**src/rtl/noc_packet_injector.sv**
```systemverilog
// noc_packet_injector
//   Feeds the injection port of router (0,0). On start it reads three filter
//   rows and five ifmap rows from a synchronous scratchpad and turns each
//   24-bit word into 39-bit mesh packets for the 3x3 PE array (x=0..2, y=1..3).
//   Filter row r goes to every PE of mesh row y=r+1. Ifmap row k goes along the
//   diagonal x+y-1==k, with x ascending.
//
// Ports
//   clk, rst_n            clock, asynchronous active-low reset
//   start                 one-cycle pulse, accepted only in IDLE
//   busy / done           transfer in progress / one-cycle completion pulse
//   mem_rd_en, mem_addr   scratchpad read strobe and address
//   mem_rdata             read data, valid one cycle after mem_rd_en
//   pkt_data, pkt_valid   packet towards the injection bridge
//   pkt_ready             bridge accepts when valid && ready at the clock edge
module noc_packet_injector #(
  parameter int ADDR_W    = 10,
  parameter int ROW_WORDS = 2,
  parameter int FILT_BASE = 0,
  parameter int IFM_BASE  = 16
) (
  input  logic              clk,
  input  logic              rst_n,
  input  logic              start,
  output logic              busy,
  output logic              done,
  output logic              mem_rd_en,
  output logic [ADDR_W-1:0] mem_addr,
  input  logic [23:0]       mem_rdata,
  output logic [38:0]       pkt_data,
  output logic              pkt_valid,
  input  logic              pkt_ready
);

  // The word index field is 3 bits wide.
  if (ROW_WORDS < 1 || ROW_WORDS > 8) begin : g_bad_row_words
    $error("noc_packet_injector: ROW_WORDS must be in 1..8");
  end

  typedef struct packed {
    logic [3:0]  dst_x;
    logic [3:0]  dst_y;
    logic        typ;      // 0 filter, 1 ifmap
    logic [2:0]  row;
    logic [2:0]  word;
    logic [23:0] payload;
  } pkt_t;

  localparam logic [2:0] IDLE   = 3'd0;
  localparam logic [2:0] F_RD   = 3'd1;
  localparam logic [2:0] F_WAIT = 3'd2;
  localparam logic [2:0] F_SEND = 3'd3;
  localparam logic [2:0] I_RD   = 3'd4;
  localparam logic [2:0] I_WAIT = 3'd5;
  localparam logic [2:0] I_SEND = 3'd6;
  localparam logic [2:0] DONE   = 3'd7;

  localparam logic [2:0]        LAST_W = 3'(ROW_WORDS - 1);
  localparam logic [ADDR_W-1:0] RW_A   = ADDR_W'(ROW_WORDS);
  localparam logic [ADDR_W-1:0] FB_A   = ADDR_W'(FILT_BASE);
  localparam logic [ADDR_W-1:0] IB_A   = ADDR_W'(IFM_BASE);

  logic [2:0]  state;
  logic [2:0]  row;       // filter r or ifmap k
  logic [2:0]  word;
  logic [1:0]  dst;       // destination ordinal within the current word
  logic [23:0] payload;   // word held while its packets drain

  logic        is_ifm;
  logic [1:0]  last_dst;
  logic        last_row;
  logic [2:0]  rd_state;

  // Address arithmetic wraps modulo 2^ADDR_W.
  function automatic logic [ADDR_W-1:0] rd_addr(input logic ifm, input logic [2:0] r,
                                                input logic [2:0] w);
    return (ifm ? IB_A : FB_A) + ADDR_W'(r) * RW_A + ADDR_W'(w);
  endfunction

  // Filter: x = d, y = r+1. Ifmap: the diagonal starts at x = max(k-2, 0).
  function automatic pkt_t mk_pkt(input logic ifm, input logic [2:0] r, input logic [2:0] w,
                                  input logic [1:0] d, input logic [23:0] p);
    logic [3:0] x;
    logic [3:0] y;
    x = 4'(d);
    if (ifm && r > 3'd2) x = 4'(r - 3'd2) + 4'(d);
    y = ifm ? (4'(r) + 4'd1 - x) : (4'(r) + 4'd1);
    return {x, y, ifm, r, w, p};
  endfunction

  always_comb begin
    is_ifm   = (state == I_RD) || (state == I_WAIT) || (state == I_SEND);
    rd_state = is_ifm ? I_RD : F_RD;
    last_row = is_ifm ? (row == 3'd4) : (row == 3'd2);
    // Diagonal lengths are 1,2,3,2,1 for k = 0..4.
    if (!is_ifm)          last_dst = 2'd2;
    else if (row <= 3'd2) last_dst = row[1:0];
    else                  last_dst = 2'(3'd4 - row);
  end

  always_ff @(posedge clk or negedge rst_n) begin
    if (!rst_n) begin
      state     <= IDLE;
      busy      <= 1'b0;
      done      <= 1'b0;
      mem_rd_en <= 1'b0;
      mem_addr  <= '0;
      pkt_data  <= '0;
      pkt_valid <= 1'b0;
      row       <= '0;
      word      <= '0;
      dst       <= '0;
      payload   <= '0;
    end else begin
      done      <= 1'b0;
      mem_rd_en <= 1'b0;
      case (state)
        IDLE: if (start) begin
          state     <= F_RD;
          busy      <= 1'b1;
          row       <= '0;
          word      <= '0;
          dst       <= '0;
          mem_rd_en <= 1'b1;
          mem_addr  <= rd_addr(1'b0, 3'd0, 3'd0);
        end
        F_RD, I_RD: state <= is_ifm ? I_WAIT : F_WAIT;
        F_WAIT, I_WAIT: begin
          payload   <= mem_rdata;
          pkt_data  <= mk_pkt(is_ifm, row, word, 2'd0, mem_rdata);
          pkt_valid <= 1'b1;
          dst       <= '0;
          state     <= is_ifm ? I_SEND : F_SEND;
        end
        F_SEND, I_SEND: if (pkt_ready) begin
          if (dst != last_dst) begin
            // Next destination goes out the following cycle, no bubble.
            dst      <= dst + 2'd1;
            pkt_data <= mk_pkt(is_ifm, row, word, dst + 2'd1, payload);
          end else begin
            pkt_valid <= 1'b0;
            if (word != LAST_W) begin
              word      <= word + 3'd1;
              mem_rd_en <= 1'b1;
              mem_addr  <= rd_addr(is_ifm, row, word + 3'd1);
              state     <= rd_state;
            end else if (!last_row) begin
              word      <= '0;
              row       <= row + 3'd1;
              mem_rd_en <= 1'b1;
              mem_addr  <= rd_addr(is_ifm, row + 3'd1, 3'd0);
              state     <= rd_state;
            end else if (!is_ifm) begin
              word      <= '0;
              row       <= '0;
              mem_rd_en <= 1'b1;
              mem_addr  <= rd_addr(1'b1, 3'd0, 3'd0);
              state     <= I_RD;
            end else begin
              word  <= '0;
              row   <= '0;
              done  <= 1'b1;
              busy  <= 1'b0;
              state <= DONE;
            end
          end
        end
        DONE:    state <= IDLE;
        default: state <= IDLE;
      endcase
    end
  end

endmodule

```
**config.mk**
```make
export PLATFORM = sky130hd
export DESIGN_NAME = noc_packet_injector
export DESIGN_NICKNAME = d
export VERILOG_FILES = /design/src/rtl/noc_packet_injector.sv
export SDC_FILE = /design/constraint.sdc
export NUM_CORES = 1
export LEC_CHECK = 0
export ABC_AREA = 1
export BUFFER_PORTS_ARGS = -buffer_cell sky130_fd_sc_hd__buf_2
export CORE_ASPECT_RATIO = 0.5
export CORE_MARGIN = 2
export CORE_UTILIZATION = 43
export DETAILED_ROUTE_END_ITERATION = 16
export PLACE_DENSITY_LB_ADDON = 0.25
export RECOVER_POWER = 100
export SETUP_SLACK_MARGIN = 0.5
export SLEW_MARGIN = 20
export SYNTH_ARGS = -nofsm -noshare
export SYNTH_HDL_FRONTEND = slang
export SYNTH_SLANG_ARGS = --single-unit
export TNS_END_PERCENT = 5
```
**constraint.sdc**
```tcl
create_clock -name clk -period 3.88 [get_ports clk]
set_clock_uncertainty 0.15 [all_clocks]
set_input_delay 0.776 -clock clk [delete_from_list [all_inputs] [get_ports clk]]
set_output_delay 0.776 -clock clk [all_outputs]
set_load 0.005 [all_outputs]
```
# == Word level (Yosys, flattened, before mapping) ==
# Cells that the tools add are included.
# classes
n_addsub,12
n_lt_le_gt_ge,2
eq_ne,19
muxes,69
n_reduce_logical,18
# op_table
cell,count
two-way mux 39 bit,2
one-hot mux 39 bit (2 select lines),1
two-way mux 10 bit,6
two-way mux 3 bit,16
two-way mux 4 bit,8
two-way mux 1 bit,21
one-hot mux 10 bit (2 select lines),1
"== test 3 bit, second input constant",5
one-hot mux 3 bit (5 select lines),1
"!= test 2 bit, second input constant",7
adder 5 x 4 -> 6 bit,2
two-way mux 2 bit,6
one-hot mux 3 bit (2 select lines),2
adder 10 x 3 -> 10 bit,1
AND reduction 5 bit,2
"== test 3 x 2 -> 1 bit, second input constant",3
AND reduction 3 bit,3
AND reduction 4 bit,2
subtractor 4 bit,2
AND reduction 7 bit,1
"adder 3 x 1 -> 3 bit, second input constant",2
one-hot mux 1 bit (2 select lines),3
one-hot mux 2 bit (3 select lines),1
OR reduction 2 bit,3
17 further kinds,19
# totals
ff_bits,88

# == Longest topological paths before layout ==
# depth
ltp_word,13
ltp_mapped,20
ltp_nobuf,19

# == Worst setup path after synthesis ==
# No wires, ideal clock.
# synth_path
path_kind,register -> register
from,register row[0]
to,register pkt_data[33]
setup_time_ns,0.065
arrival_time_ns,2.482
t_required_ns,3.665
path_slack_ns,1.183
path_stages_with_launch,14
n_path_buf,0
cell_sequence,dfrtp_1 > inv_1 > ha_1 > nand2_2 > nand2_1 > nor2_2 > o21ai_0 > ha_1 > fa_1 > xnor2_1 > nor2_1 > o21ai_0 > nand3_1 > nand2_1
# synth_via
elab_chain_len,11
elab_cells_between_ends,25
cone_classes,add/sub (6); order compare (2); eq/ne (2); mux (13); reduce/logical (2)
# synth_rtl
element,line_no,text
from (decl),64,logic [2:0] row;
from (signal assigned),149,row <= row + 3'd1;
subtractor 3 x 2 -> 4 bit or greater-than comparator 3 x 2 -> 1 bit (tied branches),86,if (ifm && r > 3'd2) x = 4'(r - 3'd2) + 4'(d);
adder 4 x 2 -> 4 bit or logical AND 1 bit (tied branches),86,
two-way mux 4 bit,86,
two-way mux 4 bit,136,if (dst != last_dst) begin
two-way mux 4 bit,135,"F_SEND, I_SEND: if (pkt_ready) begin"
two-way mux 4 bit,117,case (state)
subtractor 4 bit,87,y = ifm ? (4'(r) + 4'd1 - x) : (4'(r) + 4'd1);
two-way mux 4 bit,87,
two-way mux 39 bit,136,
two-way mux 39 bit,135,
one-hot mux 39 bit (2 select lines),117,
to (signal assigned),130,"pkt_data <= mk_pkt(is_ifm, row, word, 2'd0, mem_rdata);"
to (signal assigned),139,"pkt_data <= mk_pkt(is_ifm, row, word, dst + 2'd1, payload);"
to (decl),30,"output logic [38:0] pkt_data,"
# Several ways; a longest one is shown, not always the timed one. The select of a mux whose other input is x is not followed.
# A chain may end at the register's enable or synchronous reset.

# == Worst setup path in the final report ==
# layout_path
from,register state[2]
to,register mem_addr[2]
# layout_via
elab_chain_len,9
elab_cells_between_ends,22
cone_classes,eq/ne (9); mux (7); reduce/logical (6)
# layout_rtl
element,line_no,text
from (decl),63,logic [2:0] state;
from (signal assigned),127,"F_RD, I_RD: state <= is_ifm ? I_WAIT : F_WAIT;"
from (signal assigned),133,state <= is_ifm ? I_SEND : F_SEND;
from (signal assigned),146,state <= rd_state;
== test 3 bit,92,is_ifm = (state == I_RD) || (state == I_WAIT) || (state == I_SEND);
logical OR 1 bit (2 in a row),92,
two-way mux 1 bit,94,last_row = is_ifm ? (row == 3'd4) : (row == 3'd2);
two-way mux 10 bit,147,end else if (!last_row) begin
two-way mux 10 bit,142,if (word != LAST_W) begin
two-way mux 10 bit,136,
two-way mux 10 bit,135,
one-hot mux 10 bit (2 select lines),117,
to (signal assigned),125,"mem_addr <= rd_addr(1'b0, 3'd0, 3'd0);"
to (signal assigned),145,"mem_addr <= rd_addr(is_ifm, row, word + 3'd1);"
to (signal assigned),151,"mem_addr <= rd_addr(is_ifm, row + 3'd1, 3'd0);"
to (decl),28,"output logic [ADDR_W-1:0] mem_addr,"
# Several ways; a longest one is shown, not always the timed one. The select of a mux whose other input is x is not followed.

==> flow_summary_export.csv <==
group,metric,value,unit
cells_and_area,layout.nets,652,
yosys,synth-edff-count,0,
sta,slew_headroom,-40.9,%
yosys,ys.flop_type,"dfrtp_1",
placed_design,hpwl,6720,um
yosys,syn_inst,535,
critical_path,cp-start-kind,"flop",
cells_and_area,layoutNonFillerInstCount,748,
yosys,yosys.area_share.simple,21.4,%
sta,fmax,0.316,GHz
placed_design,port_buffers,76,
clocking,clk_pin_slew_worst_paths,0.06,ns
critical_path,cp.arrival,3.24,ns
yosys,muxShareOfSynthArea,0.862,%
critical_path,r2r_cells,11,
yosys,ys_ff_latch,84,
global_route,grt_max_degree,85,
sta,finalCritPeriodShare,81.5,%
floorplanning,die_area,11700,sq um
global_route,grt_pass1_vias,3486,
run_status,outcome,"complete, but fails checks",
clocking,hold_buffers,0,
yosys,async_flop_share,100,%
route,firstDrtPassIters,4,
cells_and_area,layout_common_cells,"nand2_1 (158), dfrtp_1 (83), o21ai_0 (71), inv_1 (56), buf_2 (51)",
global_route,antenna_found_initial,0,
floorplanning,ios,81,
clocking,clk_latency,0.34,ns
route,wirelength,9720,um
global_route,grtUsageTotal,18.1,%
cells_and_area,layout_commonest_cell,"nand2_1",
cells_and_area,fillers,1024,
yosys,synth_fa_ha_area_share,6.31,%
job,max_cap_violations,2,
sta,rsz0062_at_grt,"false",
cells_and_area,diodes,0,
route,drtIter0Drc,185,
clocking,clock-sinks,84,
yosys,ys_seq_area_share,45.3,%
placed_design,place_ws,0.787,ns
floorplanning,fp-row-count,26,
power_and_ir_drop,leakage,0.00268,uW
worst_hold_path,min_to,"mem_addr[4]$_DFFE_PN0P_",
critical_path,timing.rr.start,"state[2]$_DFFE_PN0P_",
clocking,root_buffer,"clkbuf_16",
route,wire_per_inst,13.0,um
critical_path,cp.required,3.96,ns
worst_hold_path,hp-class,"reg -> reg",
clocking,cts_made_buffers,9,
critical_path,worstReg2RegEnd,"mem_addr[2]$_DFFE_PN0P_",
route,drc,0,
sta,finalSetupViolCount,0,
placed_design,dp_cells,732,
clocking,cts_tree,"built",
sta,slew_viol_final,131,
yosys,syn_area,4640,sq um
sta,worst_slack,0.718,ns
cells_and_area,drive_above_1_share,18.9,%
floorplanning,initial_core_util,44.9,%
global_route,grt_pass1_wl,16800,um
yosys,synth_compound_area_share,15.7,%
sta,hold_viol_final,0,
yosys,postSynthAreaPerCell,8.68,sq um
yosys,synth_cell_types,43,
route,vias_per_cell,4.79,
floorplanning,die_height,77.5,um
placed_design,routabilityCongestion,0.845,
critical_path,worst-setup-path-type,"reg -> reg",
worst_hold_path,worstHoldPathCells,2,
floorplanning,fp.dieW,151,um
route,drtAntennaViolNets,0,
worst_hold_path,min_from,"mem_addr[4]$_DFFE_PN0P_",
sta,worst_pin_slew,2.11,ns
yosys,synth_top_family_by_area,"simple AND/OR/NAND/NOR gates",
critical_path,r2r_setup_slack,0.72,ns
run_status,violations,"max-capacitance violations, max-slew violations",
critical_path,cp_max_fo,48,
yosys,ys_warn_count,0,
route,num_vias,3586,
clocking,cts_buffer_depth,2,
power_and_ir_drop,power_density,904,nW/um^2
yosys,synth_xor_area_share,1.48,%
sta,final.min_clock_period,3.16,ns
power_and_ir_drop,max-vdd-ir-drop,351,uV
critical_path,end_kind,"flop",
floorplanning,core_area,10300,sq um
global_route,gr-total-overflow,0,
sta,tns,0,ns
clocking,cts_htree_levels,3,
cells_and_area,syn_to_final_growth,13.2,%
[cells in the mapped netlist, types with 2 or more instances]
| cell type | instances | share of area, % |
|---|---|---|
| xor2_1 | 2 | 0.38 |
| inv_2 | 4 | 0.32 |
| buf_8 | 3 | 0.97 |
| xnor2_1 | 4 | 0.75 |
| buf_6 | 2 | 0.49 |
| nand2_2 | 23 | 3.1 |
| mux2i_1 | 4 | 0.86 |
| inv_4 | 2 | 0.27 |
| nor2_1 | 17 | 1.4 |
| fa_1 | 4 | 1.7 |
| nand2_4 | 4 | 0.97 |
| nand4_1 | 6 | 0.81 |
| nor2_2 | 3 | 0.40 |
| dfrtp_1 | 84 | 45 |
| o21ai_0 | 65 | 7.0 |
| ha_1 | 17 | 4.6 |
| nor3_1 | 2 | 0.22 |
| o21ai_1 | 3 | 0.32 |
| clkbuf_1 | 5 | 0.40 |
| o21a_1 | 2 | 0.32 |
| nand3_1 | 18 | 1.9 |
| nand2_1 | 140 | 11 |
| buf_4 | 10 | 1.6 |
| o21ai_2 | 30 | 5.7 |
| buf_2 | 4 | 0.43 |
| a21oi_1 | 6 | 0.65 |
| nand3_2 | 2 | 0.43 |
| inv_1 | 54 | 4.4 |
[critical path: stages, from the launching register on]
cell     delay (ns)
dfrtp_1        0.52
nand3_1        0.26
o21ai_4        0.21
buf_4          0.24
inv_1          0.94
nor2_1         0.14
inv_1          0.11
nand2_1        0.08
nor2_4         0.19
inv_2          0.09
nand2_1        0.07
nand2_1        0.05
[routing by layer]
layer	GRT usage, %	wire, um	vias up
li1	-	-	1852
met5	0	0	-
met2	29.5	4530	76
met1	24.0	4660	1650
met3	4.76	419	8
met4	4.67	102	0
[registers in the layout, summed over array words and instances, names as in the netlist]
name       cells
busy           1
done           1
dst            2
mem_addr       6
mem_rd_en      1
payload       24
pkt_data      39
pkt_valid      1
row            3
state          3
word           3
[cell families (layout without fill, tap and decap cells)]
logic type               after synthesis  in the layout
XOR/XNOR                               7              7
buffers and inverters                 85            155
adder cells (fa/ha/maj)               21             21
AND/OR/NAND/NOR                      218            218
multiplexers                           4              4
other                                  1              4
AO/OA/AOI/OAI                        115            115
flip-flops                            84             84
[worst max-delay path by stage]
stage                               startpoint                       end  slack [ns]  depth (start not counted)
after floorplan             row[0]$_DFFE_PN0P_  pkt_data[33]$_DFFE_PN0P_        1.18                         13
after global routing      state[0]$_DFFE_PN0P_   mem_addr[2]$_DFFE_PN0P_        0.34                         12
after CTS                   row[0]$_DFFE_PN0P_  pkt_data[33]$_DFFE_PN0P_        0.73                         13
final                     state[2]$_DFFE_PN0P_   mem_addr[2]$_DFFE_PN0P_        0.72                         11
after global placement      row[0]$_DFFE_PN0P_  pkt_data[33]$_DFFE_PN0P_        0.91                         13
after detailed placement    row[0]$_DFFE_PN0P_  pkt_data[33]$_DFFE_PN0P_        0.79                         13
[per-stage QoR]
stage	power, uW	utilization [%]	area (sq um)	hold WS, ns
after floorplan	3520	-	4650	0.292
after global placement	3970	48.9	5060	0.304
after detailed placement	4030	48.9	5060	0.307
after CTS	4930	51.9	5370	0.321
after global routing	5260	50.8	5260	0.335
final	4750	50.8	5260	0.316
[where the power goes]
part / internal [uW] / switching (uW) / leakage [uW]
clock: 519 / 348 / 0.000146
combinational: 851 / 1540 / 0.00147
sequential: 1260 / 239 / 0.00106
[area by class of cell]
class	instances	area [sq um]	area share (%)
timing repair buffer	79	382	7.26
tap	140	175	3.33
inverter	60	230	4.38
sequential	84	2100	40.0
clock buffer	11	243	4.62
clock inverter	5	60.1	1.14
multi-input combinational	369	2060	39.2
[timing repair]
item / in CTS / in global routing
setup buffers: 0 / 0
resized for setup: 0 / 2
setup endpoints to repair: 0 / 1
Note: power is estimated with default switching activity, not from simulation.
